===== src/rtl/adder_sched_pkg.sv =====
// Shared types and defaults for the adder issue scheduler and its helpers.
package adder_sched_pkg;

  // FU occupancy state seen by the scheduler.
  typedef enum logic {
    IDLE = 1'b0,
    BUSY = 1'b1
  } sched_state_t;

  localparam int DEF_DATA_W = 32;
  localparam int DEF_TAG_W  = 4;

  // Index following idx in a ring of n entries.
  function automatic int rr_next(input int idx, input int n);
    if (idx + 1 >= n) begin
      return 0;
    end else begin
      return idx + 1;
    end
  endfunction

endpackage


===== src/rtl/rr_picker.sv =====
// Round-robin one-hot selector: first set request at or after ptr, wrapping.
module rr_picker #(
  parameter int N     = 3,
  parameter int IDX_W = (N > 1) ? $clog2(N) : 1
) (
  input  logic [N-1:0]     req,
  input  logic [IDX_W-1:0] ptr,
  output logic [N-1:0]     gnt,
  output logic [IDX_W-1:0] idx,
  output logic             any
);

  // Scan req starting at ptr and take the first requester found.
  always_comb begin
    int pos;
    logic [IDX_W-1:0] pidx;
    gnt  = {N{1'b0}};
    idx  = {IDX_W{1'b0}};
    any  = 1'b0;
    pos  = 0;
    pidx = {IDX_W{1'b0}};
    for (int k = 0; k < N; k++) begin
      pos  = (int'(ptr) + k) % N;
      pidx = IDX_W'(pos);
      if (!any && req[pidx]) begin
        any       = 1'b1;
        idx       = pidx;
        gnt[pidx] = 1'b1;
      end else begin
        any = any;
      end
    end
  end

endmodule


===== src/rtl/adder_issue_scheduler.sv =====
// Issues one ready adder RS entry at a time to the shared adder FU,
// round-robin across entries, holding off while the FU is occupied.
module adder_issue_scheduler
  import adder_sched_pkg::*;
#(
  parameter int NUM_RS   = 3,
  parameter int DATA_W   = DEF_DATA_W,
  parameter int TAG_W    = DEF_TAG_W,
  parameter int TAG_BASE = 1,
  parameter int CNT_W    = 16
) (
  input  logic                     clk,
  input  logic                     reset,
  input  logic [NUM_RS-1:0]        rs_ready,
  input  logic [NUM_RS*DATA_W-1:0] rs_vj,
  input  logic [NUM_RS*DATA_W-1:0] rs_vk,
  input  logic                     fu_release,
  output logic                     fu_start,
  output logic [DATA_W-1:0]        fu_src_a,
  output logic [DATA_W-1:0]        fu_src_b,
  output logic [TAG_W-1:0]         fu_tag,
  output logic [NUM_RS-1:0]        rs_grant,
  output logic                     fu_busy,
  output logic [CNT_W-1:0]         issue_count
);

  localparam int IDX_W = $clog2(NUM_RS);

  sched_state_t      state;
  sched_state_t      state_next;
  logic [NUM_RS-1:0] dispatched;
  logic [NUM_RS-1:0] dispatched_next;
  logic [NUM_RS-1:0] eligible;
  logic [NUM_RS-1:0] pick_gnt;
  logic [IDX_W-1:0]  pick_idx;
  logic [IDX_W-1:0]  rr_ptr;
  logic [IDX_W-1:0]  rr_ptr_next;
  logic              pick_any;
  logic              issue;

  // An entry already sent to the FU stays ineligible until its ready drops.
  assign eligible = rs_ready & ~dispatched;

  rr_picker #(
    .N     (NUM_RS),
    .IDX_W (IDX_W)
  ) u_picker (
    .req (eligible),
    .ptr (rr_ptr),
    .gnt (pick_gnt),
    .idx (pick_idx),
    .any (pick_any)
  );

  // Next state and issue decision: issue when the FU is free or being freed now.
  always_comb begin
    state_next = state;
    issue      = 1'b0;
    case (state)
      IDLE: begin
        if (pick_any) begin
          issue      = 1'b1;
          state_next = BUSY;
        end else begin
          state_next = IDLE;
        end
      end
      BUSY: begin
        if (fu_release) begin
          if (pick_any) begin
            issue      = 1'b1;
            state_next = BUSY;
          end else begin
            state_next = IDLE;
          end
        end else begin
          state_next = BUSY;
        end
      end
      default: begin
        issue      = 1'b0;
        state_next = IDLE;
      end
    endcase
  end

  // Dispatched mask: set on grant, cleared whenever the entry's ready is low.
  always_comb begin
    dispatched_next = dispatched;
    for (int i = 0; i < NUM_RS; i++) begin
      if (!rs_ready[i]) begin
        dispatched_next[i] = 1'b0;
      end else if (issue && pick_gnt[i]) begin
        dispatched_next[i] = 1'b1;
      end else begin
        dispatched_next[i] = dispatched[i];
      end
    end
  end

  // Pointer moves to the entry after the one just granted.
  always_comb begin
    if (issue) begin
      rr_ptr_next = IDX_W'(rr_next(int'(pick_idx), NUM_RS));
    end else begin
      rr_ptr_next = rr_ptr;
    end
  end

  // State, mask, pointer, counter and all FU-facing output registers.
  always_ff @(posedge clk or posedge reset) begin
    if (reset) begin
      state       <= IDLE;
      dispatched  <= {NUM_RS{1'b0}};
      rr_ptr      <= {IDX_W{1'b0}};
      fu_start    <= 1'b0;
      rs_grant    <= {NUM_RS{1'b0}};
      fu_src_a    <= {DATA_W{1'b0}};
      fu_src_b    <= {DATA_W{1'b0}};
      fu_tag      <= {TAG_W{1'b0}};
      fu_busy     <= 1'b0;
      issue_count <= {CNT_W{1'b0}};
    end else begin
      state      <= state_next;
      dispatched <= dispatched_next;
      rr_ptr     <= rr_ptr_next;
      fu_start   <= issue;
      rs_grant   <= issue ? pick_gnt : {NUM_RS{1'b0}};
      fu_busy    <= (state_next == BUSY);
      if (issue) begin
        fu_src_a    <= rs_vj[int'(pick_idx)*DATA_W +: DATA_W];
        fu_src_b    <= rs_vk[int'(pick_idx)*DATA_W +: DATA_W];
        fu_tag      <= TAG_W'(TAG_BASE) + TAG_W'(pick_idx);
        issue_count <= issue_count + CNT_W'(1);
      end
    end
  end

endmodule


===== config.mk =====
export PLATFORM = sky130hd
export DESIGN_NAME = adder_issue_scheduler
export DESIGN_NICKNAME = d
export VERILOG_FILES = /design/src/rtl/adder_sched_pkg.sv /design/src/rtl/rr_picker.sv /design/src/rtl/adder_issue_scheduler.sv
export SDC_FILE = /design/constraint.sdc
export NUM_CORES = 1
export LEC_CHECK = 0
export CAP_MARGIN = 20
export CORE_ASPECT_RATIO = 0.7
export CORE_MARGIN = 1
export CORE_UTILIZATION = 39
export DETAILED_ROUTE_END_ITERATION = 8
export GPL_ROUTABILITY_DRIVEN = 0
export GPL_TIMING_DRIVEN = 0
export PLACE_DENSITY = 0.81
export SKIP_CTS_REPAIR_TIMING = 1
export SYNTH_ARGS = -nofsm -noshare
export SYNTH_HDL_FRONTEND = slang
export SYNTH_SLANG_ARGS = --single-unit

===== constraint.sdc =====
create_clock -name clk -period 4.05 [get_ports clk]
set_input_delay 0.81 -clock clk [delete_from_list [all_inputs] [get_ports clk]]
set_output_delay 0.81 -clock clk [all_outputs]
set_load 0.01 [all_outputs]

==> metrics.cfg, run 1 <==
[outcome]
outcome = finished, final reports clean

[layout]
final_core_util_pct = 67.65
stdcell_area_mm2 = 0.008576
layout_common_cells = 285 x clkdlybuf4s50_1, 93 x dfrtp_1, 86 x nand2_1, 69 x inv_1, 65 x mux2i_1
regArea_mm2 = 0.002327
layout_commonest_cell = clkdlybuf4s50_1
nFillCells = 976
synthToLayoutAreaGrowth_pct = 65.24
finish.net_count = 1010
drive_gt1_share_pct = 8.653
multi_input_area_mm2 = 0.002377
diodes = 0

[detailed_routing]
wirelength_mm = 16.95
drcViolationCount = 0
wl_per_cell_um = 17.45
final_antenna_net_count = 0
drtIter0Drc = 199
viasPerCell = 5.205
first_pass_iters = 4
num_vias = 5054

[worst_hold_path]
hp-class = reg2reg
hold_depth = 1

[timing]
max_freq_ghz = 0.3108
hold_viol = 0
skew_ps = 5.531
grt_setup_unrepaired = no
fin_crit_sh_pct = 79.44
slew_headroom_pct = 54.56
drv_slew = 0
tightest_slew_ps = 681.6
min_period_ps = 3217
setup-violations-final = 0

[clock_tree]
cts_buffers = 9
root_buffer = clkbuf_16
clk_pin_slew_ps = 70
cts_tree = yes
clk-insertion-delay-late_ps = 330
clk_path_buf_depth = 2
clock-sinks = 93
htree_levels = 3

[die]
row_count = 34
io_pins = 287
dieArea_mm2 = 0.01378
die_y_um = 98.52
coreArea_mm2 = 0.01268
start_util_pct = 40.94
die_w_um = 139.9

[placement]
dp_hpwl_mm = 13.61
port_buffers = 285
place_area_mm2 = 0.008268

[pwr]
switching_power_w = 0.002381
clkPwrFrac_pct = 14.5
p_comb_share_pct = 58.8
power_density_mw_per_mm2 = 698.0
internal_power_w = 0.003605
ir_worst_vdd_uv = 300.5
leakage_nw = 3.740
seqPwrFrac_pct = 26.6
swShare_pct = 39.78

[global_route]
grt_max_degree = 54
grt.total_usage_pct = 24.48
overflow = 0
antenna_found_initial = 0
grt_pass1_wl_mm = 26.65
grt_pass1_vias = 5248

[yosys]
synth_flop_cell = dfrtp_1
netlist.top_cell.by_area = dfrtp_1
synth_fp_nets = 713
syn-cell-area_mm2 = 0.005190
synth_cell_types = 49
ys_ff_latch = 93
async_flop_share_pct = 100.0
synth_top_area_share_pct = 44.84
ys_warn_count = 0
synth-edff-count = 0
postSynthCellCount = 507
yosysSeqAreaShare_pct = 44.84
synth_area_per_cell_um2 = 10.24
netlist_top_cells_area = dfrtp_1 45%, mux2i_1 13%, o221ai_1 6.9%, o221ai_2 6.7%, nand2_1 6.2%

[worst_setup_path]
criticalPathCategory = in2reg
worstSetupStartpoint = rs_ready[1]
end_kind = register
reg2reg_to = fu_src_b[24]$_DFFE_PP0P_
required_ps = 4240
critPathMaxFanout = 10
start_kind = input pin
rrSetupSlack_ps = 1050
r2r-start = rr_ptr[0]$_DFFE_PP0P_
critPathCapture = fu_src_b[24]$_DFFE_PP0P_
worstRegToRegCells = 12
crit_arrival_ps = 3410

[run]
cap_violations = 0

logic make-up after synthesis:
logic type	Yosys count	share of synthesized area, %
compound gates	91	17.33
xor+xnor	15	2.531
fa+ha+maj	9	2.146
buf+inv	107	9.354
flops	93	44.84
mux	65	12.54
other cells	1	0.07225
simple gates	126	11.19
per-stage QoR:
step / power [W] / cells / hold slack (ps) / setup TNS (ps) / worst slack (ps)
4_1_cts: 0.006036 / 971 / 484.1 / 0 / 811.9
3_3_place_gp: 0.005007 / 954 / 465.3 / -61670 / -669.7
5_1_grt: 0.006360 / 971 / 506.6 / 0 / 627.5
2_1_floorplan: 0.003627 / 507 / 470.0 / 0 / 819.7
3_5_place_dp: 0.005148 / 955 / 471.0 / 0 / 453.1
6_report: 0.005986 / 971 / 477.7 / 0 / 832.7
metal layers:
metal	GRT usage (%)	share of wire, %	vias to the layer above
met5	0	0	-
met4	6.171	1.4	0
met1	29.11	39	2440
met2	44.54	52	226
li1	-	-	2370
met3	5.831	7.5	18
power by group through the flow:
stage               clock network (W)  logic [W]  registers [W]
finish                       0.000869    0.00352        0.00159
global route                 0.000925    0.00379        0.00165
CTS                          0.000884    0.00356        0.00159
detailed placement                  0    0.00355        0.00160
global placement                    0    0.00342        0.00159
floorplan                           0    0.00187        0.00175
flip-flops by register name, indices dropped and copies added (netlist names):
signal,flops
fu_start,1
rr_ptr,2
rs_grant,3
issue_count,16
fu_src_b,32
state,1
fu_src_a,32
fu_tag,3
dispatched,3
area by class of cell:
cell class                 count  share of cell area [%]
inverter                      72                   3.195
clock buffer                  10                   2.787
tap                          162                   2.364
timing repair buffer         286                   33.50
buffer                        35                   2.495
multi-input combinational    307                   27.72
clock inverter                 6                  0.8025
sequential                    93                   27.14
critical path, cell delays in order:
cell and delay [ps]:
clkdlybuf4s50_1 450, and2b_1 250, nor2_2 200, nand4_1 110, o22ai_1 220, a221o_1 170
buf_2 150, buf_4 240, buf_2 320, mux2i_1 330, o221ai_1 150
cells in the mapped netlist (all sizes together) (2+ instances only):
master / instances
a211oi: 2
a21oi: 3
a31oi: 2
and2: 3
and3: 4
buf: 22
clkbuf: 13
dfrtp: 93
ha: 8
inv: 71
mux2i: 65
nand2: 87
nand2b: 4
nand3: 5
nand4: 5
nor2: 8
nor2b: 3
nor3: 4
o21a: 4
o21ai: 4
o221ai: 64
o22ai: 2
xnor2: 11
xor2: 4
worst min-delay path by stage:
stage / from / endpoint / slack [ps]
4_1_cts: issue_count[15]$_DFFE_PP0P_ / issue_count[15]$_DFFE_PP0P_ / 480
3_3_place_gp: issue_count[15]$_DFFE_PP0P_ / issue_count[15]$_DFFE_PP0P_ / 470
3_5_place_dp: issue_count[15]$_DFFE_PP0P_ / issue_count[15]$_DFFE_PP0P_ / 470
5_1_grt: issue_count[15]$_DFFE_PP0P_ / issue_count[15]$_DFFE_PP0P_ / 510
2_1_floorplan: dispatched[1]$_DFFE_PP0P_ / dispatched[1]$_DFFE_PP0P_ / 470
6_report: issue_count[15]$_DFFE_PP0P_ / issue_count[15]$_DFFE_PP0P_ / 480
Note: power is estimated with default switching activity, not from simulation.
==> run 2, diff against run 1 <==
--- a/config.mk
+++ b/config.mk
@@ -8,11 +8,11 @@
 export CAP_MARGIN = 20
 export CORE_ASPECT_RATIO = 0.7
 export CORE_MARGIN = 1
-export CORE_UTILIZATION = 39
+export CORE_UTILIZATION = 36
 export DETAILED_ROUTE_END_ITERATION = 8
 export GPL_ROUTABILITY_DRIVEN = 0
 export GPL_TIMING_DRIVEN = 0
-export PLACE_DENSITY = 0.81
+export PLACE_DENSITY = 0.79
 export SKIP_CTS_REPAIR_TIMING = 1
 export SYNTH_ARGS = -nofsm -noshare
 export SYNTH_HDL_FRONTEND = slang
==> constraint.sdc (replaced) <==
create_clock -name clk -period 2.95 [get_ports clk]
set_input_delay 0.59 -clock clk [delete_from_list [all_inputs] [get_ports clk]]
set_output_delay 0.59 -clock clk [all_outputs]
set_load 0.01 [all_outputs]
==> metrics.cfg, run 2 (synthesized netlist as in run 1, its figures left out) <==
[die]
start_util_pct = 37.05  ; was 40.94%
coreArea_mm2 = 0.01401  ; was 0.01268 mm^2
dieArea_mm2 = 0.01491  ; was 0.01378 mm^2
die_w_um = 145.5  ; was 139.9 um
io_pins = 287  ; unchanged
die_y_um = 102.5  ; was 98.52 um
row_count = 36  ; was 34

[timing]
min_period_ps = 2808
hold_ws_ps = 483.9  ; was 477.7 ps
drv_slew = 0  ; unchanged
fin_crit_sh_pct = 95.20
setup-violations-final = 0  ; unchanged
grt_setup_unrepaired = yes  ; was no
hold_viol = 0  ; unchanged
setup_tns_ps = 0  ; unchanged
skew_ps = 7.013  ; was 5.531 ps
max_freq_ghz = 0.3561

[detailed_routing]
num_vias = 5044  ; was 5054
topRoutingLayerUsed = met4  ; unchanged
viasPerCell = 5.049  ; was 5.205
first_pass_iters = 5  ; was 4
wl_met2_mm = 8.317  ; was 8.754 mm
drtIter0Drc = 300  ; was 199
drcViolationCount = 0  ; unchanged
wirelength_mm = 16.81  ; was 16.95 mm
wl_met1_mm = 7.042  ; was 6.676 mm
wl_met3_mm = 1.245  ; was 1.277 mm
wl_per_cell_um = 16.83  ; was 17.45 um
final_antenna_net_count = 0  ; unchanged

[worst_setup_path]
start_kind = input pin  ; unchanged
required_ps = 3190  ; was 4240 ps
cp_slowest_cell = a2111o_1  ; was clkdlybuf4s50_1
crit_arrival_ps = 3050  ; was 3410 ps
r2r-start = rr_ptr[1]$_DFFE_PP0P_  ; was rr_ptr[0]$_DFFE_PP0P_
path_cells = clkdlybuf4s50_1 > nor2b_1 > buf_4 > nor2_2 > maj3_2 > a2111o_1 > clkinv_2 > buf_8 > nand2_8 > buf_6 > o221ai_1  ; was clkdlybuf4s50_1 > and2b_1 > nor2_2 > nand4_1 > o22ai_1 > a221o_1 > buf_2 > buf_4 > buf_2 > mux2i_1 > o221ai_1
rrSetupSlack_ps = 190  ; was 1050 ps
end_kind = register  ; unchanged
worstRegToRegCells = 11  ; was 12
reg2reg_to = fu_src_b[5]$_DFFE_PP0P_  ; was fu_src_b[24]$_DFFE_PP0P_
criticalPathCategory = in2reg  ; unchanged
slowest_delay_ps = 530  ; was 450 ps
critPathMaxFanout = 10  ; unchanged

[global_route]
grt_pass1_wl_mm = 25.80  ; was 26.65 mm
grt_pass1_vias = 5042  ; was 5248
overflow = 0  ; unchanged
grt.total_usage_pct = 22.15  ; was 24.48%
grt_max_degree = 44  ; was 54
antenna_found_initial = 0  ; unchanged

[clock_tree]
clk-insertion-delay-late_ps = 330  ; about the same
clk_path_buf_depth = 2  ; unchanged
clock-sinks = 93  ; unchanged
clk_pin_slew_ps = 60  ; was 70 ps
cts_buffers = 9  ; unchanged
root_buffer = clkbuf_16  ; unchanged
cts_tree = yes  ; unchanged
htree_levels = 3  ; unchanged

[run]
cap_violations = 0  ; unchanged

[placement]
port_buffers = 285  ; unchanged
dp_hpwl_mm = 13.31  ; was 13.61 mm
place_area_mm2 = 0.008324  ; was 0.008268 mm^2

[layout]
stdcell_area_mm2 = 0.008683  ; was 0.008576 mm^2
drive_gt1_share_pct = 10.38  ; was 8.653%
diodes = 0  ; unchanged
synthToLayoutAreaGrowth_pct = 67.31  ; was 65.24%
biggestRegsByFlops = fu_src_a: 32 flops, fu_src_b: 32 flops, issue_count: 16 flops  ; unchanged
layout_common_cells = 285 x clkdlybuf4s50_1, 93 x dfrtp_1, 86 x nand2_1, 69 x inv_1, 61 x mux2i_1  ; was 285 x clkdlybuf4s50_1, 93 x dfrtp_1, 86 x nand2_1, 69 x inv_1, 65 x mux2i_1
layout_commonest_cell = clkdlybuf4s50_1  ; unchanged
finish.net_count = 1011  ; was 1010
final_core_util_pct = 61.99  ; was 67.65%

[pwr]
leakage_nw = 3.767  ; was 3.740 nW
swShare_pct = 39.46  ; was 39.78%
total_power_w = 0.008285  ; was 0.005986 W
ir_worst_vdd_uv = 431.8  ; was 300.5 uV
power_density_mw_per_mm2 = 954.1  ; was 698.0 mW/mm^2
p_comb_share_pct = 59.9  ; was 58.8%
clkPwrFrac_pct = 13.6  ; was 14.5%
seqPwrFrac_pct = 26.5  ; was 26.6%
switching_power_w = 0.003269  ; was 0.002381 W
internal_power_w = 0.005016  ; was 0.003605 W

[worst_hold_path]
hold_depth = 1  ; unchanged
hp-class = reg2reg  ; unchanged
min_from = issue_count[15]$_DFFE_PP0P_  ; unchanged
worstHoldEndpoint = issue_count[15]$_DFFE_PP0P_  ; unchanged

[outcome]
outcome = finished, final reports clean  ; unchanged

==> run 2: cell count changes in the layout (fill, tap and decap cells not counted), sizes merged <==
cell      previous run  this run
inv                 74        70
clkinvlp             1         3
buf                 23        28
clkbuf              23        20
==> run 2: area by class of cell <==
cell class | count | area (um^2)
Sequential cell | 93 | 2327
Tap cell | 190 | 237.7
Fill cell | 1137 | 5325
Buffer | 35 | 267.8
Timing Repair Buffer | 287 | 2893
Inverter | 72 | 275.3
Clock inverter | 4 | 50.05
Clock buffer | 11 | 232.7
Multi-Input combinational cell | 307 | 2400
==> run 2: power by group through the flow <==
| stage | clock network [W] | logic (W) | registers [W] |
|---|---|---|---|
| floorplan | 0 | 0.00257 | 0.00241 |
| global placement | 0 | 0.00471 | 0.00219 |
| detailed placement | 0 | 0.00486 | 0.00220 |
| CTS | 0.00115 | 0.00487 | 0.00220 |
| global route | 0.00120 | 0.00534 | 0.00226 |
| finish | 0.00112 | 0.00496 | 0.00220 |
==> run 2: metrics by stage <==
step                      worst slack, ps  cells
after floorplan                     527.3    507
after global placement             -336.5    982
after detailed placement           -461.5    984
after CTS                          -101.1    999
after global routing               -9.848    999
final                               141.5    999
==> run 2: worst max path at each step <==
| stage | startpoint | to | slack, ps |
|---|---|---|---|
| after detailed placement | rs_ready[1] | fu_src_b[31]$_DFFE_PP0P_ | -460 |
| after global placement | rs_ready[2] | fu_src_b[8]$_DFFE_PP0P_ | -340 |
| after global routing | rs_ready[2] | fu_src_b[15]$_DFFE_PP0P_ | -10 |
| after floorplan | rs_ready[2] | fu_src_a[12]$_DFFE_PP0P_ | 530 |
| final | rs_ready[2] | fu_src_b[5]$_DFFE_PP0P_ | 140 |
| after CTS | rs_ready[1] | fu_src_b[31]$_DFFE_PP0P_ | -100 |
==> run 2: routing by layer <==
layer | track usage [%] | vias to the layer above
li1 | - | 2362
met1 | 27.12 | 2431
met2 | 39.24 | 228
met3 | 6.429 | 23
met4 | 4.615 | 0
met5 | 0 | -
==> run 2: worst max-delay path, delay by kind of cell <==
kind | cells | cell delay [ps]
AOI/OAI and AO/OA | 2 | 710
and+or+nand+nor | 3 | 290
buffers and inverters | 5 | 1110
adders and majority gates | 1 | 320
